<file path="config.mk">
export PLATFORM = sky130hd
export DESIGN_NAME = edge_pulse_counter
export DESIGN_NICKNAME = d
export VERILOG_FILES = /design/src/rtl/edge_pulse_counter.sv
export SDC_FILE = /design/constraint.sdc
export NUM_CORES = 1
export LEC_CHECK = 0
export BUFFER_PORTS_ARGS = -buffer_cell sky130_fd_sc_hd__buf_2
export CORE_MARGIN = 1
export CORE_UTILIZATION = 49
export DETAILED_ROUTE_END_ITERATION = 8
export PLACE_DENSITY = 0.71
export SKIP_LAST_GASP = 1
export SYNTH_ARGS = -nofsm -noshare
export SYNTH_HDL_FRONTEND = slang
export SYNTH_SLANG_ARGS = --single-unit
export TNS_END_PERCENT = 30
</file>
<file path="constraint.sdc">
create_clock -name clk -period 1.8 [get_ports clk]
set_input_delay 0.27 -clock clk [delete_from_list [all_inputs] [get_ports clk]]
set_output_delay 0.27 -clock clk [all_outputs]
set_load 0.005 [all_outputs]
</file>
<file path="src/rtl/edge_pulse_counter.sv">
// Synchronizes and debounces a slow single-bit level, emits one-cycle rise/fall
// pulses and counts the selected edge type in a saturating counter with sticky overflow.
module edge_pulse_counter #(
  parameter int SYNC_STAGES = 2,
  parameter int DEBOUNCE    = 4,
  parameter int CNT_W       = 8,
  parameter     EDGE_SEL    = "RISE"
) (
  input  logic             clk,
  input  logic             rst,
  input  logic             en,
  input  logic             clr,
  input  logic             din,
  output logic             level,
  output logic             rise,
  output logic             fall,
  output logic [CNT_W-1:0] count,
  output logic             ovf
);

  localparam int              STAB_W    = $clog2(DEBOUNCE) + 1;
  localparam logic [STAB_W-1:0] STAB_LAST = STAB_W'(DEBOUNCE - 1);
  localparam bit              CNT_RISE  = (EDGE_SEL == "RISE") || (EDGE_SEL == "BOTH");
  localparam bit              CNT_FALL  = (EDGE_SEL == "FALL") || (EDGE_SEL == "BOTH");

  logic [SYNC_STAGES-1:0] sync_p0;
  logic                   sync_out;
  logic [STAB_W-1:0]      stab_cnt, stab_nxt;
  logic                   level_nxt, rise_nxt, fall_nxt;
  logic                   edge_evt;
  logic [CNT_W-1:0]       count_nxt;
  logic                   ovf_nxt;

  // Stage p0: synchronizer chain, din enters at bit 0
  always_ff @(posedge clk) begin
    if (rst) begin
      sync_p0 <= '0;
    end else begin
      sync_p0[0] <= din;
      for (int i = 1; i < SYNC_STAGES; i++) begin
        sync_p0[i] <= sync_p0[i-1];
      end
    end
  end

  assign sync_out = sync_p0[SYNC_STAGES-1];

  // Stage p1: stability filter and counter next-state; the edge event is taken
  // from the flip decision so count moves on the same edge the pulse appears.
  always_comb begin
    stab_nxt  = '0;
    level_nxt = level;
    rise_nxt  = 1'b0;
    fall_nxt  = 1'b0;
    if (sync_out != level) begin
      if (stab_cnt == STAB_LAST) begin
        level_nxt = sync_out;
        rise_nxt  = sync_out;
        fall_nxt  = !sync_out;
      end else begin
        stab_nxt = stab_cnt + 1'b1;
      end
    end

    edge_evt  = (rise_nxt & CNT_RISE) | (fall_nxt & CNT_FALL);
    count_nxt = count;
    ovf_nxt   = ovf;
    if (clr) begin
      count_nxt = '0;
      ovf_nxt   = 1'b0;
    end else if (en && edge_evt) begin
      if (count == {CNT_W{1'b1}}) begin
        ovf_nxt = 1'b1;
      end else begin
        count_nxt = count + 1'b1;
      end
    end
  end

  always_ff @(posedge clk) begin
    if (rst) begin
      stab_cnt <= '0;
      level    <= 1'b0;
      rise     <= 1'b0;
      fall     <= 1'b0;
      count    <= '0;
      ovf      <= 1'b0;
    end else begin
      stab_cnt <= stab_nxt;
      level    <= level_nxt;
      rise     <= rise_nxt;
      fall     <= fall_nxt;
      count    <= count_nxt;
      ovf      <= ovf_nxt;
    end
  end

endmodule

</file>
# Yosys cells after proc, flatten, opt, wreduce, memory -nomap -nowiden
# Index checks and enable logic that the tools add are counted.
# totals
latch_bits,0
in_bits,5
out_inout_bits,12
mem_count,0
elab_cells,25
regBits,17
ram_bits,0
rom_bits,0
# classes
shifts,0
addsub,2
n_reduce_logical,8
n_mux,2
n_lt_le_gt_ge,0
n_div,0
eq_ne,3
mul,0
bitwise,3
# op_table
operator,count
$add 8x1->8 const B,1
$eq 8x8->1 const B,1
$reduce_and 2->1,3
$reduce_or 3->1,2
$add 3x1->3 const B,1
$eq 3x2->1 const B,1
$not 1->1,3
$mux 1,2
$reduce_or 2->1,1
$logic_and 1x1->1,1
$logic_not 1->1,1
$ne 1x1->1,1

# Depth between registers and ports, before layout
# logic_depth
depth_word,5
mapped_depth,7
ltp_nobuf,6

# Worst setup path before layout
# OpenSTA, ideal clock, no wires.
# synth_timing
path_type,register to register
startpoint,register stab_cnt[0]
endpoint,register count[5]
path_slack_ns,0.362
required_ns,1.674
path_buffers,1
setup_ns,0.126
arrival_ns,1.312
path_stages_with_launch,8
period_less_slack_ns,1.438
path_cell_list,dfxtp_1 -> ha_1 -> ha_1 -> and4b_1 -> buf_6 -> o2111ai_1 -> xor2_1 -> nor2_1
# synth_between
elab_chain_len,5
# synth_lines
item,line,source
from (decl),28,"logic [STAB_W-1:0] stab_cnt, stab_nxt;"
from (signal assigned),89,stab_cnt <= stab_nxt;
$eq 3x2->1,56,if (stab_cnt == STAB_LAST) begin
$mux 1,56,
$mux 1,55,if (sync_out != level) begin
$logic_and 1x1->1,71,end else if (en && edge_evt) begin
$reduce_and 2->1 (no source line),-,
to (signal assigned),93,count <= count_nxt;
to (decl),17,"output logic [CNT_W-1:0] count,"
# No other way between the ends.
# A chain may end at the register's enable or synchronous reset.

# Final worst setup path
# Same ends and word-level chain as after synthesis.

==> run_results.csv <==
group,metric,value,unit
floorplan,die_y,40.0,um
pwr,power_frac_comb,2.3,%
run,maxCapViolations,0,
global_routing,grt_pass1_vias,420,
global_routing,grt_max_degree,10,
cells_and_area,layout-drive-gt1-share,25.6,%
pwr,switching_power,119,uW
cells_and_area,nFillCells,118,
route,wl,1130,um
floorplan,core_area,0.00132,mm^2
setup_path,start_kind,"register",
cts,cts_max_level,1,
synth,syn-cell-area,708,um^2
sta,finalMaxSlewViolations,0,
cts,clk_root_buffer_cell,"clkbuf_4",
sta,setup_viol,0,
setup_path,crit_type,"reg -> reg",
cts,cts_buffers,3,
floorplan,std_cell_rows,13,
synth,syn_inst,72,
cells_and_area,n_antenna_cell,0,
placed_design,port_buffers,16,
pwr,power_density,721,mW/mm^2
setup_path,crit_top_cell,"ha_1",
pwr,power_frac_clock,33.3,%
setup_path,max_stage_delay,0.38,ns
pwr,intPower,471,uW
cells_and_area,fin_nets,99,
sta,setup_tns,0,ns
placed_design,dp_slack,0.239,ns
synth,synthTopCellsByArea,"dfxtp_1, nor2_1, xor2_1",
placed_design,dp_hpwl,873,um
pwr,switching_share,20.2,%
cts,cts_setup_buffers,0,
sta,relSlewSlack,81.2,%
pwr,irDropWorstVdd,521,uV
cts,clock_path_buffers,2,
setup_path,path_cells,"ha_1, ha_1, and4b_1, o2111ai_1, xor2_1, nor2_1",
cells_and_area,layout.area.seq,340,um^2
synth,synth_nets,80,
setup_path,cp_max_fo,8,
status,status,"finished clean",
global_routing,grt_pass1_wl,1700,um
sta,fmax,634,MHz
pwr,p_leak,0.365,nW
synth,synth_area_leader_cell,"dfxtp_1",
placed_design,place.gp.congestion,0.704,
route,vias,543,
floorplan,die-area,0.00160,mm^2
synth,ys_seq_area_share,48.1,%
setup_path,crit_required,2.03,ns
synth,synth_area_per_cell,9.84,um^2
cells_and_area,area_delta_synth_final,15.5,%
cts,cts.sinks,17,
route,wire_per_inst,10.8,um
cts,holdBufCountCts,0,
floorplan,die_w,40.0,um
synth,ys_seq_elements,17,
route,routed_via_density,5.17,
setup_path,crit_buf_inv,0,
synth,synth_top_cell_area_share,48.1,%
global_routing,grtUsageTotal,17.0,%
sta,rsz0062_at_grt,"no",
route,drc_errors,0,
min_path,min_path_type,"in -> reg",
global_routing,grt-ovfl-total,0,
cells_and_area,multiInputGateArea,342,um^2
floorplan,initial_core_util,53.8,%
setup_path,end_kind,"register",
setup_path,cp_data_arrival_time,1.81,ns
sta,layout_min_cycle_time,1.58,ns
synth,yosysWarnings,0,
floorplan,pin_count,17,
sta,setup_slack,0.222,ns
sta,tightest_slew,0.282,ns
global_routing,antenna_found_initial,0,
pwr,seq_power_share,64.4,%
setup_path,critical_path.top_delay_family,"simple AND/OR/NAND/NOR gates",
setup_path,worst_path_max_delay_cell,"and4b_1",
cts,cts.clk_slew.worst_paths,0.09,ns
sta,hold_viol,0,
synth,yosysUniqueCellTypes,26,
sta,fin_skew,0.00430,ns
route,drtPass1Iterations,4,
cts,clock_latency,0.28,ns
route,ant_nets,0,
route,dr.first_iter.drc_count,6,
sta,finalCritPeriodShare,87.7,%
cts,cts_tree,"built",
cts,cts_resized,0,
[power groups by stage]
stage               Combinational [mW]  Sequential (mW)  Clock (mW)
CTS                             0.0142            0.380       0.203
detailed placement              0.0141            0.389           0
global route                    0.0152            0.380       0.219
global placement                0.0137            0.389           0
floorplan                      0.00719            0.388           0
finish                          0.0138            0.380       0.196
[per-stage QoR]
stage / power (mW) / hold WS (ns) / cell area (um^2) / std cells / util [%]
2_1_floorplan: 0.395 / 0.342 / 708 / 72 / -
3_3_place_gp: 0.402 / 0.403 / 792 / 101 / 60.1
3_5_place_dp: 0.403 / 0.424 / 792 / 101 / 60.1
4_1_cts: 0.597 / 0.187 / 818 / 105 / 62.1
5_1_grt: 0.615 / 0.184 / 818 / 105 / 62.1
6_report: 0.590 / 0.189 / 818 / 105 / 62.1
[path summary, 6_finish.rpt]
path	from	endpoint	slack [ns]	depth (start not counted)
worst max-delay path	stab_cnt[0]	count[5]	0.22	6
worst min-delay path	din	sync_p0[0]	0.19	2
worst max register to register	stab_cnt[0]	count[5]	0.22	6
worst min register to register	stab_cnt[0]	stab_cnt[0]	0.43	1
[metal layers]
layer  up-vias  GRT usage [%]  routed length, um  share of wire (%)
li1        288              -                  -                  -
met1       240           19.4                526                 46
met2        11           25.8                521                 46
met3         4           4.44                 44                3.9
met4         0           15.5                 42                3.7
met5         -              0                  0                  0
[cell type report]
class / instances / share of cell area, %
Multi-Input combinational cell: 50 / 41.7
Tap cell: 15 / 2.29
Timing Repair Buffer: 16 / 9.79
Clock buffer: 4 / 3.21
Inverter: 3 / 1.38
Sequential cell: 17 / 41.6
[flip-flops by register name (all words and copies together) (netlist names)]
| register | count |
|---|---|
| count | 8 |
| stab_cnt | 3 |
| sync_p0 | 2 |
| level | 1 |
| fall | 1 |
| ovf | 1 |
| rise | 1 |
[Yosys cell counts, drive strengths merged]
library cell / instances
clkbuf: 1
and4b: 1
nand2b: 3
a211o: 1
or2b: 1
mux2i: 3
ha: 3
o2111ai: 2
o211ai: 2
nand3b: 1
nand3: 1
inv: 3
nor3: 1
nand4: 2
xor2: 5
buf: 1
o21ai: 1
nor2: 15
dfxtp: 17
a21oi: 1
and2: 2
a211oi: 1
or2: 1
nor2b: 2
and3: 1
[logic make-up (layout without fill, tap and decap cells)]
| family | Yosys count | count (layout) | synth area share, % |
|---|---|---|---|
| AO/OA/AOI/OAI | 8 | 8 | 9.01 |
| XOR/XNOR | 5 | 5 | 6.18 |
| adder cells (fa/ha/maj) | 3 | 3 | 5.30 |
| buffers and inverters | 5 | 23 | 3.71 |
| flip-flops | 17 | 17 | 48.1 |
| multiplexers | 3 | 3 | 4.24 |
| AND/OR/NAND/NOR | 31 | 31 | 23.5 |
[cell usage in the layout (no fill, tap or decap)]
| master | netlist | routed |
|---|---|---|
| or2b_1 | 1 | 1 |
| and2_1 | 2 | 2 |
| o211ai_1 | 2 | 2 |
| clkbuf_4 | 0 | 3 |
| and4b_1 | 1 | 1 |
| a211o_2 | 1 | 1 |
| and3_1 | 1 | 1 |
| o21ai_2 | 1 | 1 |
| a21oi_1 | 1 | 1 |
| o2111ai_1 | 2 | 2 |
| or2_2 | 1 | 1 |
| nand3b_1 | 1 | 1 |
| nand4_2 | 1 | 1 |
| nor2_1 | 15 | 15 |
| nand4_1 | 1 | 1 |
| nand3_1 | 1 | 1 |
| buf_2 | 0 | 16 |
| xor2_1 | 5 | 5 |
| a211oi_1 | 1 | 1 |
| inv_1 | 3 | 3 |
| ha_1 | 3 | 3 |
| clkbuf_1 | 1 | 1 |
| nor3_1 | 1 | 1 |
| nand2b_1 | 3 | 3 |
| nor2b_1 | 2 | 2 |
| dfxtp_1 | 17 | 17 |
| mux2i_1 | 3 | 3 |
Power figures use the tool's default switching activity.
